### config.mk
export PLATFORM = sky130hd
export DESIGN_NAME = dmem_arbiter_flat
export DESIGN_NICKNAME = d
export VERILOG_FILES = /design/src/rtl/dmem_arbiter_if.sv /design/src/rtl/dmem_arbiter.sv /design/src/flat_wrapper.sv
export SDC_FILE = /design/constraint.sdc
export NUM_CORES = 1
export LEC_CHECK = 0
export BUFFER_PORTS_ARGS = -buffer_cell sky130_fd_sc_hd__buf_2
export CORE_MARGIN = 2
export CORE_UTILIZATION = 42
export CTS_BUF_LIST = sky130_fd_sc_hd__clkbuf_16
export DETAILED_ROUTE_END_ITERATION = 16
export PLACE_DENSITY = 0.73
export SLEW_MARGIN = 20
export SYNTH_ARGS = -nofsm -noshare
export SYNTH_HDL_FRONTEND = slang
export SYNTH_SLANG_ARGS = --single-unit
### constraint.sdc
create_clock -name clk -period 5.16 [get_ports clk]
set_input_delay 1.032 -clock clk [delete_from_list [all_inputs] [get_ports clk]]
set_output_delay 1.032 -clock clk [all_outputs]
set_load 0.03 [all_outputs]
### src/rtl/dmem_arbiter_if.sv
// Master-side request/response bundle for one requester of the data-memory arbiter.
// The master modport belongs to the requester; the slave modport belongs to the arbiter.
interface dmem_arbiter_if #(
  parameter int unsigned ADDR_W = 32,
  parameter int unsigned DATA_W = 32
) ();

  logic              req;
  logic              we;
  logic [ADDR_W-1:0] addr;
  logic [DATA_W-1:0] wdata;
  logic              ack;
  logic [DATA_W-1:0] rdata;
  logic              err;

  modport master (
    output req, we, addr, wdata,
    input  ack, rdata, err
  );

  modport slave (
    input  req, we, addr, wdata,
    output ack, rdata, err
  );

endinterface

### src/rtl/dmem_arbiter.sv
// Two-master round-robin arbiter/sequencer in front of a single-port big-endian data memory.
// Each transaction takes IDLE -> ACCESS -> RESP; illegal addresses never reach the array.
module dmem_arbiter #(
  parameter int unsigned MEM_BYTES = 256,
  parameter int unsigned ADDR_W    = 32,
  parameter int unsigned DATA_W    = 32
) (
  input  logic              clk,
  input  logic              reset,
  dmem_arbiter_if.slave     m0,
  dmem_arbiter_if.slave     m1,
  output logic [ADDR_W-1:0] mem_addr,
  output logic [DATA_W-1:0] mem_wdata,
  output logic              mem_we,
  output logic              mem_re,
  input  logic [DATA_W-1:0] mem_rdata
);

  typedef enum logic [1:0] {StIdle, StAccess, StResp} state_e;

  localparam logic [ADDR_W-1:0] MaxAddr = ADDR_W'(MEM_BYTES - 4);

  state_e            state_q, state_d;
  logic              last_grant_q, last_grant_d;
  logic              grant_q, grant_d;
  logic [ADDR_W-1:0] addr_q, addr_d;
  logic [DATA_W-1:0] wdata_q, wdata_d;
  logic              we_q, we_d;
  logic              ack0_q, ack0_d, ack1_q, ack1_d;
  logic              err0_q, err0_d, err1_q, err1_d;
  logic [DATA_W-1:0] rdata0_q, rdata0_d, rdata1_q, rdata1_d;
  logic              legal;
  logic [DATA_W-1:0] resp_data;

  assign legal = (addr_q[1:0] == 2'b00) && (addr_q <= MaxAddr);

  always_comb begin
    state_d      = state_q;
    last_grant_d = last_grant_q;
    grant_d      = grant_q;
    addr_d       = addr_q;
    wdata_d      = wdata_q;
    we_d         = we_q;
    ack0_d       = 1'b0;
    ack1_d       = 1'b0;
    err0_d       = err0_q;
    err1_d       = err1_q;
    rdata0_d     = rdata0_q;
    rdata1_d     = rdata1_q;
    mem_we       = 1'b0;
    mem_re       = 1'b0;
    resp_data    = '0;

    unique case (state_q)
      StIdle: begin
        if (m0.req || m1.req) begin
          // On a tie the master that did not win last time goes first.
          grant_d      = (m0.req && m1.req) ? ~last_grant_q : m1.req;
          last_grant_d = grant_d;
          addr_d       = grant_d ? m1.addr  : m0.addr;
          wdata_d      = grant_d ? m1.wdata : m0.wdata;
          we_d         = grant_d ? m1.we    : m0.we;
          state_d      = StAccess;
        end
      end
      StAccess: begin
        // Reset gates the strobes so a cancelled access cannot commit at this edge.
        mem_we    = legal && we_q && !reset;
        mem_re    = legal && !we_q && !reset;
        resp_data = (legal && !we_q) ? mem_rdata : '0;
        if (grant_q) begin
          ack1_d   = 1'b1;
          err1_d   = !legal;
          rdata1_d = resp_data;
        end else begin
          ack0_d   = 1'b1;
          err0_d   = !legal;
          rdata0_d = resp_data;
        end
        state_d = StResp;
      end
      StResp: begin
        state_d = StIdle;
      end
      default: begin
        state_d = StIdle;
      end
    endcase
  end

  always_ff @(posedge clk) begin
    if (reset) begin
      state_q      <= StIdle;
      last_grant_q <= 1'b1;
      grant_q      <= 1'b0;
      addr_q       <= '0;
      wdata_q      <= '0;
      we_q         <= 1'b0;
      ack0_q       <= 1'b0;
      ack1_q       <= 1'b0;
      err0_q       <= 1'b0;
      err1_q       <= 1'b0;
      rdata0_q     <= '0;
      rdata1_q     <= '0;
    end else begin
      state_q      <= state_d;
      last_grant_q <= last_grant_d;
      grant_q      <= grant_d;
      addr_q       <= addr_d;
      wdata_q      <= wdata_d;
      we_q         <= we_d;
      ack0_q       <= ack0_d;
      ack1_q       <= ack1_d;
      err0_q       <= err0_d;
      err1_q       <= err1_d;
      rdata0_q     <= rdata0_d;
      rdata1_q     <= rdata1_d;
    end
  end

  assign mem_addr  = addr_q;
  assign mem_wdata = wdata_q;

  // Reset in the RESP cycle withdraws the pending ack.
  assign m0.ack   = ack0_q && !reset;
  assign m0.err   = err0_q;
  assign m0.rdata = rdata0_q;
  assign m1.ack   = ack1_q && !reset;
  assign m1.err   = err1_q;
  assign m1.rdata = rdata1_q;

endmodule

### src/flat_wrapper.sv
// flat-port wrapper written by rule: the top's interface ports become plain ports
module dmem_arbiter_flat 
#(
  parameter int unsigned MEM_BYTES = 256,
  parameter int unsigned ADDR_W    = 32,
  parameter int unsigned DATA_W    = 32
)
  (clk, reset, mem_addr, mem_wdata, mem_we, mem_re, mem_rdata, m0_req, m0_we, m0_addr, m0_wdata, m0_ack, m0_rdata, m0_err, m1_req, m1_we, m1_addr, m1_wdata, m1_ack, m1_rdata, m1_err);
  dmem_arbiter_if #(.ADDR_W(ADDR_W), .DATA_W(DATA_W)) m0_i ();
  dmem_arbiter_if #(.ADDR_W(ADDR_W), .DATA_W(DATA_W)) m1_i ();
  input  logic clk;
  input  logic reset;
  output logic [ADDR_W-1:0] mem_addr;
  output logic [DATA_W-1:0] mem_wdata;
  output logic mem_we;
  output logic mem_re;
  input  logic [DATA_W-1:0] mem_rdata;
  input wire logic [$bits(m0_i.req)-1:0] m0_req;
  input wire logic [$bits(m0_i.we)-1:0] m0_we;
  input wire logic [$bits(m0_i.addr)-1:0] m0_addr;
  input wire logic [$bits(m0_i.wdata)-1:0] m0_wdata;
  output wire logic [$bits(m0_i.ack)-1:0] m0_ack;
  output wire logic [$bits(m0_i.rdata)-1:0] m0_rdata;
  output wire logic [$bits(m0_i.err)-1:0] m0_err;
  input wire logic [$bits(m1_i.req)-1:0] m1_req;
  input wire logic [$bits(m1_i.we)-1:0] m1_we;
  input wire logic [$bits(m1_i.addr)-1:0] m1_addr;
  input wire logic [$bits(m1_i.wdata)-1:0] m1_wdata;
  output wire logic [$bits(m1_i.ack)-1:0] m1_ack;
  output wire logic [$bits(m1_i.rdata)-1:0] m1_rdata;
  output wire logic [$bits(m1_i.err)-1:0] m1_err;
  assign m0_i.req = m0_req;
  assign m0_i.we = m0_we;
  assign m0_i.addr = m0_addr;
  assign m0_i.wdata = m0_wdata;
  assign m0_ack = m0_i.ack;
  assign m0_rdata = m0_i.rdata;
  assign m0_err = m0_i.err;
  assign m1_i.req = m1_req;
  assign m1_i.we = m1_we;
  assign m1_i.addr = m1_addr;
  assign m1_i.wdata = m1_wdata;
  assign m1_ack = m1_i.ack;
  assign m1_rdata = m1_i.rdata;
  assign m1_err = m1_i.err;
  dmem_arbiter #(.MEM_BYTES(MEM_BYTES), .ADDR_W(ADDR_W), .DATA_W(DATA_W)) u_core (.clk(clk), .reset(reset), .m0(m0_i), .m1(m1_i), .mem_addr(mem_addr), .mem_wdata(mem_wdata), .mem_we(mem_we), .mem_re(mem_re), .mem_rdata(mem_rdata));
endmodule
; Word level (Yosys, flattened, before mapping)
; Cells that the tools add are included.
[totals]
ff_bits = 137
inputBits = 166
output_inout_bits = 134
word_cells = 47
[classes]
n_lt_le_gt_ge = 1
eq_ne = 2
muxes = 11
n_bitwise = 3
reduce_logical = 18
[op_table]
columns = operator, count
row1 = $mux 32, 3
row2 = $le 32x8->1 const B, 1
row3 = $logic_and 1x1->1, 8
row4 = $mux 1, 6
row5 = $reduce_and 2->1, 3
row6 = $logic_not 2->1, 2
row7 = $pmux 2 s2, 1
row8 = $logic_not 1->1, 3
row9 = $not 1->1, 3
row10 = $eq 2x1->1 const B, 1
row11 = $mux 2, 1
row12 = $ne 2x1->1 const B, 1
row13 = $reduce_or 2->1, 1
row14 = $logic_or 1x1->1, 1

; Longest topological paths before layout
[logic_depth]
depth_word = 5
ltp_mapped = 6
mapped_depth_nobuf = 4

; Worst setup path before layout
; No wires, ideal clock.
[synth_timing]
kind = reg-to-output
startpoint = reg u_core.addr_q[20], in the netlist u_core.mem_addr[20]
endpoint = out mem_re
arrival_time_ps = 2263
required_ps = 4128
slack_ps = 1865
stages_incl_launch_ff = 5
path_buffers = 1
path_cell_list = dfxtp_1 or4_1 or4_4 clkbuf_1 nor3_1
[synth_via]
elab_chain_cells = 5
[synth_lines]
columns = item, line
row1 = "start, declared", dmem_arbiter.sv:26  ; logic [ADDR_W-1:0] addr_q, addr_d;
row2 = "start signal, assigned", dmem_arbiter.sv:109  ; addr_q <= addr_d;
row3 = $le 32x8->1, dmem_arbiter.sv:35  ; assign legal = (addr_q[1:0] == 2'b00) && (addr_q <= MaxAddr);
row4 = $logic_and 1x1->1, dmem_arbiter.sv:35
row5 = $logic_and 1x1->1 (2 in a row), dmem_arbiter.sv:69  ; mem_re = legal && !we_q && !reset;
row6 = $mux 1, dmem_arbiter.sv:54  ; unique case (state_q)
row7 = "end, declared", flat_wrapper.sv:16  ; output logic mem_re;
; No other way between the ends.

; Worst setup path in the final report
[layout_timing]
startpoint = reg u_core.addr_q[12], in the netlist u_core.mem_addr[12]
endpoint = out mem_re
; Same word-level chain as after synthesis.

==> results by group <==
Min path
  – HP Class: flip-flop to flip-flop

Placement
  – Placed inst area: around 7300 µm²
  – Half-perimeter wire length after detailed placement: around 11000 µm
  – Global placer's final weighted congestion: 0.806
  – Number of input and output port buffers inserted: 299

Setup path
  – Maximum fanout count along the critical path: 65
  – Largest stage delay on the critical path: approximately 850 ps
  – CP Capture Type: output pin
  – Worst-path cell chain: nor4_1 > nand4_1 > or4_4 > nor3_1 > buf_2
  – CP arrival: 2640 ps
  – Critical Path Source Type: flip-flop
  – Critical path class: flip-flop to output pin
  – Critical path's slowest cell: sky130_fd_sc_hd__or4_4
  – CP Data Required Time: approximately 4100 ps

Clock network
  – CTS HTree Levels: 4
  – Setup Fix Bufs, Post-CTS: 0
  – Gates resized, CTS repair: 0
  – Total clock sinks: 137
  – Number of CTS-inserted buffers: 17
  – Post-CTS Hold Fix Bufs: 0
  – Clock tree from TritonCTS: done
  – Root Driver: sky130_fd_sc_hd__clkbuf_16
  – Clock buffer depth: 2
  – Clock latency reported for the late side of the worst-skew pair: 410 ps
  – Clock-pin slew on the worst setup and hold paths: approximately 60 ps

Detailed routing
  – Iteration count of the initial detailed-routing pass: 4
  – Violation count after the first detailed-routing iteration: between 200 and 300
  – DRT antenna net count: 0
  – Vias: around 5300
  – Number of remaining DRC errors: 0
  – Final wirelength: approximately 16000 µm
  – Via density per instance: approximately 5.1
  – Post-detailed-route wirelength per cell: roughly 15 µm

Yosys
  – Post-synthesis area per instance: about 10 µm²
  – Sequential share of the synthesized area: between 40% and 50%
  – Largest area contributor in the synthesized netlist: sky130_fd_sc_hd__dfxtp_1
  – Post-synthesis net count: roughly 760
  – Synth warnings: 0
  – Post-Synthesis Cells: 590
  – Post-synth top area share: between 40% and 50%
  – Synthesized flop and latch total: between 100 and 150
  – Total standard cell area after synthesis: 5780 µm²
  – Largest cells by area after synthesis: sky130_fd_sc_hd__dfxtp_1 47%, sky130_fd_sc_hd__mux2i_1 11%, sky130_fd_sc_hd__a211oi_1 8.6%
  – Count of different cell masters after synthesis: 27

Floorplan
  – Placeable core area: 13300 µm²
  – Number of top-level pins: 300
  – Horizontal die dimension: roughly 120 µm
  – Number of cell rows: 42
  – Starting Density: 43.3%
  – Die height: 121 µm
  – Overall die area: around 15000 µm²

Global routing
  – Largest net degree at the start of global routing: 99
  – Overall overflow remaining after global route: 0
  – All-Layer GR Usage: 20.8%
  – First-pass GRT wire length: roughly 24000 µm
  – Number of global-route vias before repair: 4755
  – Global-route met1 utilization: 25.7%
  – Global-route layer with the greatest usage: met2
  – Met2 layer usage reported by global route: between 30% and 40%
  – Global routing usage on met3: under 10%
  – Antenna violations before repair: 0

Cells and area
  – Fraction of final layout cells with drive strength greater than 1: 39.1%
  – Area delta synth->final: 35.8%
  – Sequential cell area: roughly 2700 µm²
  – Net total in the final layout: ~1000
  – Post-route cell area: 7850 µm²
  – Total area of multi-input combinational cells: between 2000 and 3000 µm²
  – Antenna diode count: 0
  – Final-layout fill cell count: around 1200

STA
  – Finish-stage setup viols: 0
  – Final Max Tran Viols: 0
  – Final sum of negative setup slack: 0 ps
  – Crit share post-route: between 70% and 80%
  – RSZ-0062 raised after global routing: no
  – Hold slack: just under 500 ps
  – Worst-case clock skew: roughly 8.6 ps
  – Slew HR: approximately two fifths
  – Final hold violations: 0
  – Tmin final: about 3700 ps
  – Slew at the pin closest to its max-slew limit: between 900 and 1000 ps
  – Achievable Freq: between 200 and 300 MHz

Status
  – Status: finished clean

Pwr
  – Largest voltage drop on the vdd net: ~0.21 mV
  – Leakage component of the power: about 3.6 nW
  – Ratio of total power to cell area: 358 nW/µm²
  – Total power: ~2.8 mW

Job
  – Count of maximum capacitance violations: 0
==> layer usage <==
layer  share of wire, %  routed length, µm  vias up
li1                   -                  -     2713
met3                6.4               1010       31
met2                 49               7660      206
met5                  0                  0        -
met4                3.3                519        0
met1                 42               6580     2365
==> synth_stat cells <==
library cell,count
sky130_fd_sc_hd__a22oi_1,1
sky130_fd_sc_hd__a21boi_1,1
sky130_fd_sc_hd__nand3b_1,64
sky130_fd_sc_hd__a311oi_1,1
sky130_fd_sc_hd__o21a_1,1
sky130_fd_sc_hd__a21oi_1,2
sky130_fd_sc_hd__clkbuf_1,41
sky130_fd_sc_hd__and3_1,1
sky130_fd_sc_hd__nand4_1,1
sky130_fd_sc_hd__o21ai_0,1
sky130_fd_sc_hd__buf_1,7
sky130_fd_sc_hd__nor4_1,5
sky130_fd_sc_hd__nor3_1,2
sky130_fd_sc_hd__nor2b_1,3
sky130_fd_sc_hd__nand2_1,2
sky130_fd_sc_hd__mux2i_1,65
sky130_fd_sc_hd__or2_2,1
sky130_fd_sc_hd__o31ai_1,64
sky130_fd_sc_hd__a31oi_1,1
sky130_fd_sc_hd__or4_4,1
sky130_fd_sc_hd__buf_2,7
sky130_fd_sc_hd__nand2b_1,34
sky130_fd_sc_hd__a211oi_1,66
sky130_fd_sc_hd__dfxtp_1,137
sky130_fd_sc_hd__nor2_1,74
sky130_fd_sc_hd__buf_6,6
sky130_fd_sc_hd__or4_1,1
==> metrics by stage <==
stage,util (%),cells,setup WS [ps]
3_5_place_dp,54.6,1009,1920
6_report,58.8,1041,1490
3_3_place_gp,54.6,1009,1930
4_1_cts,58.8,1041,1460
5_1_grt,58.8,1041,1300
2_1_floorplan,-,590,1860
==> sequential cells by signal (all words and copies together), names as in the netlist, 2 cells and up <==
| name | count |
|---|---|
| u_core.m0.rdata | 32 |
| u_core.m1.rdata | 32 |
| u_core.mem_addr | 32 |
| u_core.mem_wdata | 32 |
| u_core.state_q | 2 |
==> cell families (layout without fill, tap and decap cells) <==
| logic type | count (synthesis) | after routing | share of synthesized area, % |
|---|---|---|---|
| and+or+nand+nor | 189 | 189 | 18.6 |
| muxes | 65 | 65 | 11.3 |
| buffers and inverters | 61 | 336 | 4.89 |
| DFF | 137 | 137 | 47.4 |
| AOI/OAI and AO/OA | 138 | 138 | 17.8 |
==> cell type report <==
cell class,count,share of cell area [%]
repair buffers,304,19.7
well taps,176,2.81
clock buffers,17,5.42
flip-flops and latches,137,34.9
multi-input cells,392,35.4
clock inverters,15,1.71
==> power by group <==
group,total [mW],internal (mW),leakage [nW],switching [mW]
registers,1.16,1.12,1.12,0.0378
clock network,1.14,0.701,0.276,0.441
logic,0.506,0.183,2.19,0.324
==> worst max-delay path: cells and delay by family, from the launching register on <==
family                 cells  cell delay [ps]
flip-flops                 1              320
AND/OR/NAND/NOR            4             1650
buffers and inverters      1              230
==> placed cells by master (no fill, tap or decap), types with 2 or more instances in the layout <==
cell type                   synthesis  layout
sky130_fd_sc_hd__o31ai_1           64      64
sky130_fd_sc_hd__bufinv_16          0       2
sky130_fd_sc_hd__a21oi_1            2       2
sky130_fd_sc_hd__nor2b_1            3       3
sky130_fd_sc_hd__buf_2              7     298
sky130_fd_sc_hd__clkinv_1           0       4
sky130_fd_sc_hd__nand2b_1          34      33
sky130_fd_sc_hd__clkinv_2           0       5
sky130_fd_sc_hd__nand3b_1          64      64
sky130_fd_sc_hd__clkbuf_16          0      17
sky130_fd_sc_hd__buf_4              0       5
sky130_fd_sc_hd__nor3_1             2       2
sky130_fd_sc_hd__nor2_1            74      74
sky130_fd_sc_hd__nor4_1             5       5
sky130_fd_sc_hd__mux2i_1           65      65
sky130_fd_sc_hd__dfxtp_1          137     137
sky130_fd_sc_hd__a211oi_1          66      66
sky130_fd_sc_hd__clkinv_4           0       2
==> final timing paths <==
kind,start,to,slack [ps],depth (start not counted)
setup / recovery,u_core.mem_addr[12],mem_re,1490,5
hold / removal,u_core.m1.rdata[27],u_core.m1.rdata[27],480,2
setup reg to reg,u_core.state_q[0],u_core.mem_wdata[17],2800,5
hold reg to reg,u_core.m1.rdata[27],u_core.m1.rdata[27],480,2
(Power assumes the default switching activity.)
